===== config.mk =====
export PLATFORM = sky130hd
export DESIGN_NAME = mdu_seq_flat
export DESIGN_NICKNAME = d
export VERILOG_FILES = /design/src/rtl/mdu_seq_if.sv /design/src/rtl/mdu_seq.sv /design/src/flat_wrapper.sv
export SDC_FILE = /design/constraint.sdc
export NUM_CORES = 1
export LEC_CHECK = 0
export ABC_AREA = 0
export BUFFER_PORTS_ARGS = -buffer_cell sky130_fd_sc_hd__buf_2
export CORE_ASPECT_RATIO = 0.5
export CORE_MARGIN = 1.5
export CORE_UTILIZATION = 62
export DETAILED_ROUTE_END_ITERATION = 7
export PLACE_DENSITY_LB_ADDON = 0.08
export SETUP_SLACK_MARGIN = 0.15
export SLEW_MARGIN = 20
export SYNTH_ARGS = -nofsm -noshare
export SYNTH_HDL_FRONTEND = slang
export SYNTH_SLANG_ARGS = --single-unit
export TNS_END_PERCENT = 50

===== constraint.sdc =====
create_clock -name clock -period 5.7 [get_ports clock]
set_input_delay 1.14 -clock clock [delete_from_list [all_inputs] [get_ports clock]]
set_output_delay 1.14 -clock clock [all_outputs]
set_load 0.02 [all_outputs]

===== src/rtl/mdu_seq_if.sv =====
// mdu_seq_if: request/response bundle between the datapath control and the
// sequential multiply/divide unit.
//   start, op, A, B        : request (driven by the master)
//   busy, done, result,
//   div_by_zero, zero      : response (driven by the unit)
interface mdu_seq_if #(
    parameter int WIDTH = 32
);
    logic                 start;
    logic                 op;
    logic [WIDTH-1:0]     A;
    logic [WIDTH-1:0]     B;
    logic                 busy;
    logic                 done;
    logic [2*WIDTH-1:0]   result;
    logic                 div_by_zero;
    logic                 zero;

    modport master (
        output start, op, A, B,
        input  busy, done, result, div_by_zero, zero
    );

    modport slave (
        input  start, op, A, B,
        output busy, done, result, div_by_zero, zero
    );
endinterface


===== src/rtl/mdu_seq.sv =====
// mdu_seq: iterative signed multiply / divide, one bit per clock.
//   clock       : rising-edge clock
//   clear       : asynchronous active-low reset
//   bus (slave) : start/op/A/B request; busy/done/result/div_by_zero/zero response
// Multiply is radix-2 Booth over {P, Q, q-1}; divide is restoring on operand
// magnitudes with a final sign-fix step. result packs the product, or
// {remainder, quotient}. All response signals are registered except zero.
module mdu_seq #(
    parameter int WIDTH = 32
) (
    input  logic        clock,
    input  logic        clear,
    mdu_seq_if.slave    bus
);
    localparam int CNT_W = (WIDTH > 1) ? $clog2(WIDTH) : 1;
    localparam logic [CNT_W-1:0] CNT_LAST = CNT_W'(WIDTH - 1);

    typedef enum logic [1:0] {
        S_IDLE = 2'd0,
        S_RUN  = 2'd1,
        S_FIX  = 2'd2,
        S_DONE = 2'd3
    } state_t;

    state_t               state_q, state_d;
    logic                 busy_q, busy_d;
    logic                 done_q, done_d;
    logic [2*WIDTH-1:0]   result_q, result_d;
    logic                 dbz_q, dbz_d;
    logic [CNT_W-1:0]     cnt_q, cnt_d;
    logic                 op_q, op_d;
    // hi carries one guard bit: Booth's P +/- M can exceed WIDTH signed bits
    // (e.g. 0 - 0x80000000), and the restoring shift needs WIDTH+1 bits.
    logic [WIDTH:0]       hi_q, hi_d;
    logic [WIDTH-1:0]     lo_q, lo_d;
    logic                 q1_q, q1_d;
    logic [WIDTH-1:0]     m_q, m_d;
    logic                 neg_quo_q, neg_quo_d;
    logic                 neg_rem_q, neg_rem_d;

    // Booth / restoring intermediates
    logic [WIDTH:0]       booth_p_s;
    logic [WIDTH:0]       div_shift_s;
    logic [WIDTH:0]       div_m_s;

    function automatic logic [WIDTH-1:0] abs_val(input logic [WIDTH-1:0] v);
        return v[WIDTH-1] ? (~v + {{(WIDTH-1){1'b0}}, 1'b1}) : v;
    endfunction

    function automatic logic [WIDTH-1:0] cond_neg(input logic [WIDTH-1:0] v, input logic n);
        return n ? (~v + {{(WIDTH-1){1'b0}}, 1'b1}) : v;
    endfunction

    // State register
    always_ff @(posedge clock or negedge clear) begin
        if (!clear) begin
            state_q <= S_IDLE;
        end else begin
            state_q <= state_d;
        end
    end

    // Next-state logic
    always_comb begin
        state_d = state_q;
        case (state_q)
            S_IDLE: begin
                if (bus.start) begin
                    if (bus.op && (bus.B == {WIDTH{1'b0}})) begin
                        state_d = S_DONE;
                    end else begin
                        state_d = S_RUN;
                    end
                end else begin
                    state_d = S_IDLE;
                end
            end
            S_RUN: begin
                if (cnt_q == CNT_LAST) begin
                    state_d = S_FIX;
                end else begin
                    state_d = S_RUN;
                end
            end
            S_FIX:   state_d = S_DONE;
            S_DONE:  state_d = S_IDLE;
            default: state_d = S_IDLE;
        endcase
    end

    // Status outputs decoded from the current state; registered below, so they
    // trail the state by one cycle (busy and done can then never overlap).
    always_comb begin
        busy_d = 1'b0;
        done_d = 1'b0;
        case (state_q)
            S_IDLE:  begin busy_d = 1'b0; done_d = 1'b0; end
            S_RUN:   begin busy_d = 1'b1; done_d = 1'b0; end
            S_FIX:   begin busy_d = 1'b1; done_d = 1'b0; end
            S_DONE:  begin busy_d = 1'b0; done_d = 1'b1; end
            default: begin busy_d = 1'b0; done_d = 1'b0; end
        endcase
    end

    // Single iteration of Booth add/sub and restoring trial subtraction
    always_comb begin
        case ({lo_q[0], q1_q})
            2'b01:   booth_p_s = hi_q + {m_q[WIDTH-1], m_q};
            2'b10:   booth_p_s = hi_q - {m_q[WIDTH-1], m_q};
            default: booth_p_s = hi_q;
        endcase
        div_shift_s = {hi_q[WIDTH-1:0], lo_q[WIDTH-1]};
        div_m_s     = {1'b0, m_q};
    end

    // Datapath next-state: operand capture, iteration, sign fix, result write
    always_comb begin
        result_d  = result_q;
        dbz_d     = dbz_q;
        cnt_d     = cnt_q;
        op_d      = op_q;
        hi_d      = hi_q;
        lo_d      = lo_q;
        q1_d      = q1_q;
        m_d       = m_q;
        neg_quo_d = neg_quo_q;
        neg_rem_d = neg_rem_q;
        case (state_q)
            S_IDLE: begin
                if (bus.start) begin
                    op_d  = bus.op;
                    cnt_d = {CNT_W{1'b0}};
                    hi_d  = {(WIDTH+1){1'b0}};
                    q1_d  = 1'b0;
                    dbz_d = bus.op && (bus.B == {WIDTH{1'b0}});
                    if (bus.op) begin
                        lo_d      = abs_val(bus.A);
                        m_d       = abs_val(bus.B);
                        neg_quo_d = bus.A[WIDTH-1] ^ bus.B[WIDTH-1];
                        neg_rem_d = bus.A[WIDTH-1];
                        // Divide by zero skips RUN; this edge enters DONE.
                        if (bus.B == {WIDTH{1'b0}}) begin
                            result_d = {bus.A, {WIDTH{1'b1}}};
                        end else begin
                            result_d = result_q;
                        end
                    end else begin
                        lo_d      = bus.A;
                        m_d       = bus.B;
                        neg_quo_d = 1'b0;
                        neg_rem_d = 1'b0;
                    end
                end else begin
                    cnt_d = cnt_q;
                end
            end
            S_RUN: begin
                cnt_d = cnt_q + CNT_W'(1);
                if (op_q) begin
                    if (div_shift_s >= div_m_s) begin
                        hi_d = div_shift_s - div_m_s;
                        lo_d = {lo_q[WIDTH-2:0], 1'b1};
                    end else begin
                        hi_d = div_shift_s;
                        lo_d = {lo_q[WIDTH-2:0], 1'b0};
                    end
                end else begin
                    // Arithmetic right shift of {P, Q, q-1} after the add/sub.
                    hi_d = {booth_p_s[WIDTH], booth_p_s[WIDTH:1]};
                    lo_d = {booth_p_s[0], lo_q[WIDTH-1:1]};
                    q1_d = lo_q[0];
                end
            end
            S_FIX: begin
                if (op_q) begin
                    result_d = {cond_neg(hi_q[WIDTH-1:0], neg_rem_q),
                                cond_neg(lo_q, neg_quo_q)};
                end else begin
                    result_d = {hi_q[WIDTH-1:0], lo_q};
                end
            end
            S_DONE: begin
                cnt_d = cnt_q;
            end
            default: begin
                cnt_d = cnt_q;
            end
        endcase
    end

    // Datapath and output registers
    always_ff @(posedge clock or negedge clear) begin
        if (!clear) begin
            busy_q    <= 1'b0;
            done_q    <= 1'b0;
            result_q  <= {(2*WIDTH){1'b0}};
            dbz_q     <= 1'b0;
            cnt_q     <= {CNT_W{1'b0}};
            op_q      <= 1'b0;
            hi_q      <= {(WIDTH+1){1'b0}};
            lo_q      <= {WIDTH{1'b0}};
            q1_q      <= 1'b0;
            m_q       <= {WIDTH{1'b0}};
            neg_quo_q <= 1'b0;
            neg_rem_q <= 1'b0;
        end else begin
            busy_q    <= busy_d;
            done_q    <= done_d;
            result_q  <= result_d;
            dbz_q     <= dbz_d;
            cnt_q     <= cnt_d;
            op_q      <= op_d;
            hi_q      <= hi_d;
            lo_q      <= lo_d;
            q1_q      <= q1_d;
            m_q       <= m_d;
            neg_quo_q <= neg_quo_d;
            neg_rem_q <= neg_rem_d;
        end
    end

    assign bus.busy        = busy_q;
    assign bus.done        = done_q;
    assign bus.result      = result_q;
    assign bus.div_by_zero = dbz_q;
    assign bus.zero        = (result_q == {(2*WIDTH){1'b0}});

endmodule

===== src/flat_wrapper.sv =====
// flat-port wrapper written by rule: the top's interface ports become plain ports
module mdu_seq_flat 
#(
    parameter int WIDTH = 32
)
  (clock, clear, bus_start, bus_op, bus_A, bus_B, bus_busy, bus_done, bus_result, bus_div_by_zero, bus_zero);
  mdu_seq_if #(.WIDTH(WIDTH)) bus_i ();
  input  logic clock;
  input  logic clear;
  input wire logic [$bits(bus_i.start)-1:0] bus_start;
  input wire logic [$bits(bus_i.op)-1:0] bus_op;
  input wire logic [$bits(bus_i.A)-1:0] bus_A;
  input wire logic [$bits(bus_i.B)-1:0] bus_B;
  output wire logic [$bits(bus_i.busy)-1:0] bus_busy;
  output wire logic [$bits(bus_i.done)-1:0] bus_done;
  output wire logic [$bits(bus_i.result)-1:0] bus_result;
  output wire logic [$bits(bus_i.div_by_zero)-1:0] bus_div_by_zero;
  output wire logic [$bits(bus_i.zero)-1:0] bus_zero;
  assign bus_i.start = bus_start;
  assign bus_i.op = bus_op;
  assign bus_i.A = bus_A;
  assign bus_i.B = bus_B;
  assign bus_busy = bus_i.busy;
  assign bus_done = bus_i.done;
  assign bus_result = bus_i.result;
  assign bus_div_by_zero = bus_i.div_by_zero;
  assign bus_zero = bus_i.zero;
  mdu_seq #(.WIDTH(WIDTH)) u_core (.clock(clock), .clear(clear), .bus(bus_i));
endmodule

# Word level (Yosys, flattened, before mapping)
# Cells that the tools add are included.
dict set report word_totals {
  word_cells 83
  out_inout_bits 68
  inputBits 68
  regBits 175
}
dict set report classes {
  add_sub_neg 8
  mux 33
  bitwise_logic 5
  n_eq_ne 10
  n_lt_le_gt_ge 1
  n_reduce_logical 13
}
# operator n
set ops {}
lappend ops {{two-way mux 32 bit} 8}
lappend ops {{two-way mux 64 bit} 4}
lappend ops {{one-hot mux 33 bit (2 select lines)} 2}
lappend ops {{adder 32 x 1 -> 32 bit, second input constant} 4}
lappend ops {{NOT 32 bit} 4}
lappend ops {{one-hot mux 64 bit (2 select lines)} 1}
lappend ops {{two-way mux 33 bit} 3}
lappend ops {{logical NOT 64 bit} 1}
lappend ops {{one-hot mux 32 bit (2 select lines)} 1}
lappend ops {{adder 33 bit} 1}
lappend ops {{greater-or-equal comparator 33 x 32 -> 1 bit} 1}
lappend ops {{subtractor 33 x 32 -> 33 bit} 1}
lappend ops {{subtractor 33 bit} 1}
lappend ops {{logical NOT 32 bit} 1}
lappend ops {{one-hot mux 5 bit (2 select lines)} 1}
lappend ops {{one-hot mux 2 bit (4 select lines)} 1}
lappend ops {{== test 2 bit, second input constant} 3}
lappend ops {{two-way mux 2 bit} 3}
lappend ops {{!= test 2 bit, second input constant} 3}
lappend ops {{one-hot mux 1 bit (2 select lines)} 3}
lappend ops {{adder 5 x 1 -> 5 bit, second input constant} 1}
lappend ops {{== test 5 bit, second input constant} 1}
lappend ops {{two-way mux 1 bit} 5}
lappend ops {{two-way mux 5 bit} 1}
lappend ops {{11 further kinds} 15}

# Depth between registers and ports, before layout
dict set report depth {
  ltp_word 6
  depth_mapped 19
  ltp_nobuf 17
}

# Worst setup path before layout
# No wires, ideal clock.
dict set report synth_timing {
  path_kind {register to register}
  startpoint {register u_core.m_q[13]}
  endpoint {register u_core.hi_q[32]}
  synth_period_minus_slack_ns 4.217
  arrival_ns 4.142
  required_time_ns 5.624
  setup_slack_ns 1.483
  stages_incl_launch_ff 17
  n_path_buf 1
  path_cell_list {dfrtp_1 -> or4_1 -> or4_4 -> inv_1 -> and4_1 -> a31oi_1 -> xnor2_1 -> ha_1 -> clkbuf_1 -> nand4_1 -> o41ai_1 -> a21oi_1 -> a41oi_1 -> a311oi_1 -> mux2i_1 -> mux2_4 -> o21ai_2}
}
dict set report synth_between {
  elab_chain_len 4
  word_cells_on_any_way 8
  cone_classes {3 x add/sub; 1 x order compare; 4 x mux}
}
# item line_no
set synth_rtl {}
lappend synth_rtl {{start: declaration} mdu_seq.sv:37} ;# logic [WIDTH-1:0] m_q, m_d;
lappend synth_rtl {{start signal: assignment} mdu_seq.sv:203} ;# m_q <= {WIDTH{1'b0}};
lappend synth_rtl {{start signal: assignment} mdu_seq.sv:216} ;# m_q <= m_d;
lappend synth_rtl {{subtractor 33 bit, or another cell as far along} mdu_seq.sv:109} ;# 2'b10: booth_p_s = hi_q - {m_q[WIDTH-1], m_q};
lappend synth_rtl {{one-hot mux 33 bit (2 select lines) or two-way mux 33 bit (tied branches)} {mdu_seq.sv:107, mdu_seq.sv:160}}
lappend synth_rtl {{two-way mux 33 bit (*)} mdu_seq.sv:159} ;# if (op_q) begin
lappend synth_rtl {{one-hot mux 33 bit (2 select lines) (*)} mdu_seq.sv:128} ;# case (state_q)
lappend synth_rtl {{end signal: assignment} mdu_seq.sv:200} ;# hi_q <= {(WIDTH+1){1'b0}};
lappend synth_rtl {{end signal: assignment} mdu_seq.sv:213} ;# hi_q <= hi_d;
lappend synth_rtl {{end: declaration} mdu_seq.sv:34} ;# logic [WIDTH:0] hi_q, hi_d;
# Mark *: on every way between the ends. The rest lies on a longest branch, timed or not.
# A chain may end at the register's enable or synchronous reset.

# Final worst setup path
dict set report layout_timing {
  startpoint {register u_core.m_q[1]}
  endpoint {register u_core.hi_q[32]}
}
# Same word-level chain as after synthesis.

==> summary.md <==
| Metric | Value |
|---|---|
| Status | `completed` |
| Min Tclk post-route | `5100 ps` |
| Clock slew at reported path FFs | `around 80 ps` |
| Crit path cell chain | `inv_1 -> ha_1 -> nor4b_1 -> and3_1 -> nor4b_4 -> a21oi_1 -> xnor2_1 -> ha_1 -> nand4_1 -> o41ai_1 -> a21oi_1 -> a41oi_1 -> a311oi_1 -> mux2i_1 -> mux2_4 -> o21ai_2` |
| Leakage | `approximately 7.3 nW` |
| Ys Warns | `0` |
| Fin Setup TNS | `0 ps` |
| DRC Markers | `0` |
| EDFF count, synth | `0` |
| Maximum vdd drop | `0.341 mV` |
| Via count | `around 15000` |
| Share of layout cells above drive strength 1 | `approximately 11%` |
| Setup violators final | `0` |
| Core footprint | `roughly 24000 sq um` |
| DRT Wirelength | `approximately 47000 um` |
| Crit path to | `u_core.hi_q[32]` |
| Critical path buffers and inverters | `1` |
| Number of library cell types mapped by synthesis | `slightly below 90` |
| Site Rows | `40` |
| Post-synth top flop | `dfrtp_1` |
| Layout area overhead | `8.86%` |
| Crit share post-route | `89.5%` |
| Tot GR Track Use | `a little under two fifths` |
| Routed Antenna Nets | `0` |
| Commonest non-fill, non-tap cell in the layout | `nand2_1` |
| WP data arrival | `roughly 5500 ps` |
| First-pass DRT Iterations | `7` |
| Worst Path Max Fanout | `8` |
| Placer congestion estimate | `around 0.95` |
| Required time worst endpoint | `6090 ps` |
| Fmax | `roughly 200 MHz` |
| CTS tree | `yes` |
| R2R cell count | `16` |
| I/O Pins | `around 140` |
| Chip height | `114 um` |
| Largest net degree at the start of global routing | `around 110` |
| Mean Syn Cell Area | `a little under 8 sq um` |
| Port Buffer Count | `135` |
| Antenna Cells | `0` |
| Hold WC Path Type | `flop to flop` |
| Ys async rst share | `100%` |
| HPWL after DPL | `around 35000 um` |
| CP startpoint kind | `flop` |
| Hold path depth | `1` |
| Clock buffer depth | `2` |
| Crit-path slowest cell | `nor4b_1` |
| Reg-to-Reg End | `u_core.hi_q[32]` |
| Max-slew violations | `0` |
| CP peak stage delay | `approximately 780 ps` |
| Post-Syn Instances | `roughly 1900` |
| Synth Register Bits | `approximately 180` |
| Vias in the first global route | `approximately 13000` |
| RSZ-0062 raised after global routing | `false` |
| Top delay family on crit path | `simple AND/OR/NAND/NOR gates` |
| Final Cell Area | `16600 sq um` |
| CTS buffer count | `17` |
| Seq/Total Area, Yosys | `between 20% and 30%` |
| Starting Density | `63.4%` |
| CP Depth | `16` |
| Number of max-cap violations | `0` |
| Clk_lat worst skew | `approximately 460 ps` |
| Hold Violations, Final | `0` |
| Vias per inst | `6.38` |
| Total global routing overflow | `0` |
| Filler cell count | `2127` |
| H-tree Lvls | `4` |
| Initial antenna violation count | `0` |
| Synthesized area | `~15000 sq um` |
| Flop2flop setup slack | `around 600 ps` |
| Clk sinks | `175` |
| R2r startpoint | `u_core.m_q[1]` |
| Global-route wire length before repair | `74600 um` |
| Clk root buf | `clkbuf_16` |
| Most frequent cells in the layout | `250 x nand2_1, 230 x o21ai_0, 174 x dfrtp_1` |
| Crit. End Element | `flop` |
| # nets final | `around 2100` |
| Worst-Margin Slew | `around 940 ps` |
| Number of post-CTS setup repair buffers | `0` |
| Initial drt markers | `about 2000` |
| Area post-placement | `16000 sq um` |
| WHS | `478 ps` |
| Rel. slew slack | `36.5%` |
| Post-CTS Resized | `0` |
| WS Path Type | `flop to flop` |
| Cts hold-fix bufs | `0` |
| Final Skew | `approximately 10 ps` |
| Die X | `225 um` |
| DIE AREA | `between 20000 and 30000 sq um` |
| Routed length per instance | `approximately 20 um` |
| CP Launch Point | `u_core.m_q[1]` |
| Post-Syn Nets | `just over 2000` |
| Power Dens Cells | `724 nW/um^2` |
[synthesized netlist by cell type, types with 28 or more instances]
cell type / number / area (sq um)
a21oi_1: 126 / 631
a31oi_1: 54 / 338
clkbuf_1: 89 / 334
dfrtp_1: 175 / 4380
ha_1: 76 / 951
inv_1: 66 / 248
mux2i_1: 56 / 561
nand2_1: 251 / 942
nand3_1: 28 / 140
nor2_1: 148 / 556
nor3_1: 35 / 175
nor4_1: 36 / 225
o21ai_0: 231 / 1160
xnor2_1: 117 / 1020
xor2_1: 83 / 727
[power by group]
part	leakage, nW	internal [mW]	switching [mW]
Sequential	2.27	1.62	0.786
Combinational	4.76	3.34	5.02
Clock	0.297	0.683	0.574
Total	7.33	5.64	6.38
[flip-flops by register name, summed over array words and instances (netlist names)]
register                count
u_core.hi_q                33
u_core.state_q              2
u_core.neg_rem_q            1
u_core.bus.div_by_zero      1
u_core.bus.done             1
u_core.neg_quo_q            1
u_core.m_q                 32
u_core.bus.busy             1
u_core.q1_q                 1
u_core.op_q                 1
u_core.lo_q                32
u_core.bus.result          64
u_core.cnt_q                5
[worst register-to-register path, stage by stage, from the launching register on]
cell	delay (ps)
dfrtp_1	400
inv_1	170
ha_1	240
nor4b_1	780
and3_1	400
nor4b_4	330
a21oi_1	130
xnor2_1	140
ha_1	450
nand4_1	190
o41ai_1	400
a21oi_1	110
a41oi_1	380
a311oi_1	180
mux2i_1	330
mux2_4	340
o21ai_2	50
[final cells by class]
class,instances,area (sq um),share of cell area [%]
multi-input combinational,1567,10100,60.8
clock inverter,12,150,0.904
timing repair buffer,155,865,5.20
sequential,175,4380,26.4
inverter,66,248,1.49
clock buffer,20,457,2.75
tap,336,420,2.53
[logic make-up (layout without fill, tap and decap cells)]
kind of cell | count (synthesis) | after routing | share of synthesized area, %
compound gates | 614 | 614 | 25.0
xor+xnor | 200 | 200 | 11.5
fa+ha+maj | 78 | 78 | 6.49
buf+inv | 186 | 253 | 5.39
flops | 175 | 175 | 28.7
mux | 63 | 63 | 4.21
simple gates | 612 | 612 | 18.7
[how the worst min path moves through the flow]
stage	from	endpoint	slack (ps)
6_report	u_core.bus.div_by_zero	u_core.bus.div_by_zero	480
5_1_grt	u_core.bus.div_by_zero	u_core.bus.div_by_zero	500
4_1_cts	u_core.bus.div_by_zero	u_core.bus.div_by_zero	480
3_5_place_dp	u_core.bus.div_by_zero	u_core.bus.div_by_zero	470
3_3_place_gp	u_core.bus.div_by_zero	u_core.bus.div_by_zero	460
2_1_floorplan	u_core.cnt_q[4]	u_core.cnt_q[4]	450
[layer usage]
metal	vias up	global-route usage [%]	share of wire (%)
met5	-	0	0
li1	7060	-	-
met1	6977	54.5	46
met2	757	55.9	42
met3	75	7.34	10
met4	0	11.0	2.2
[stage by stage]
| stage | worst slack, ps | std cells | power [mW] | utilization (%) |
|---|---|---|---|---|
| floorplan | 1480 | 1928 | 8.47 | - |
| global placement | 846 | 2298 | 10.4 | 66.4 |
| detailed placement | 775 | 2298 | 10.4 | 66.4 |
| CTS | 725 | 2330 | 11.7 | 68.9 |
| global route | 297 | 2331 | 12.9 | 69.0 |
| finish | 599 | 2331 | 12.0 | 69.0 |
Power figures use the tool's default switching activity.
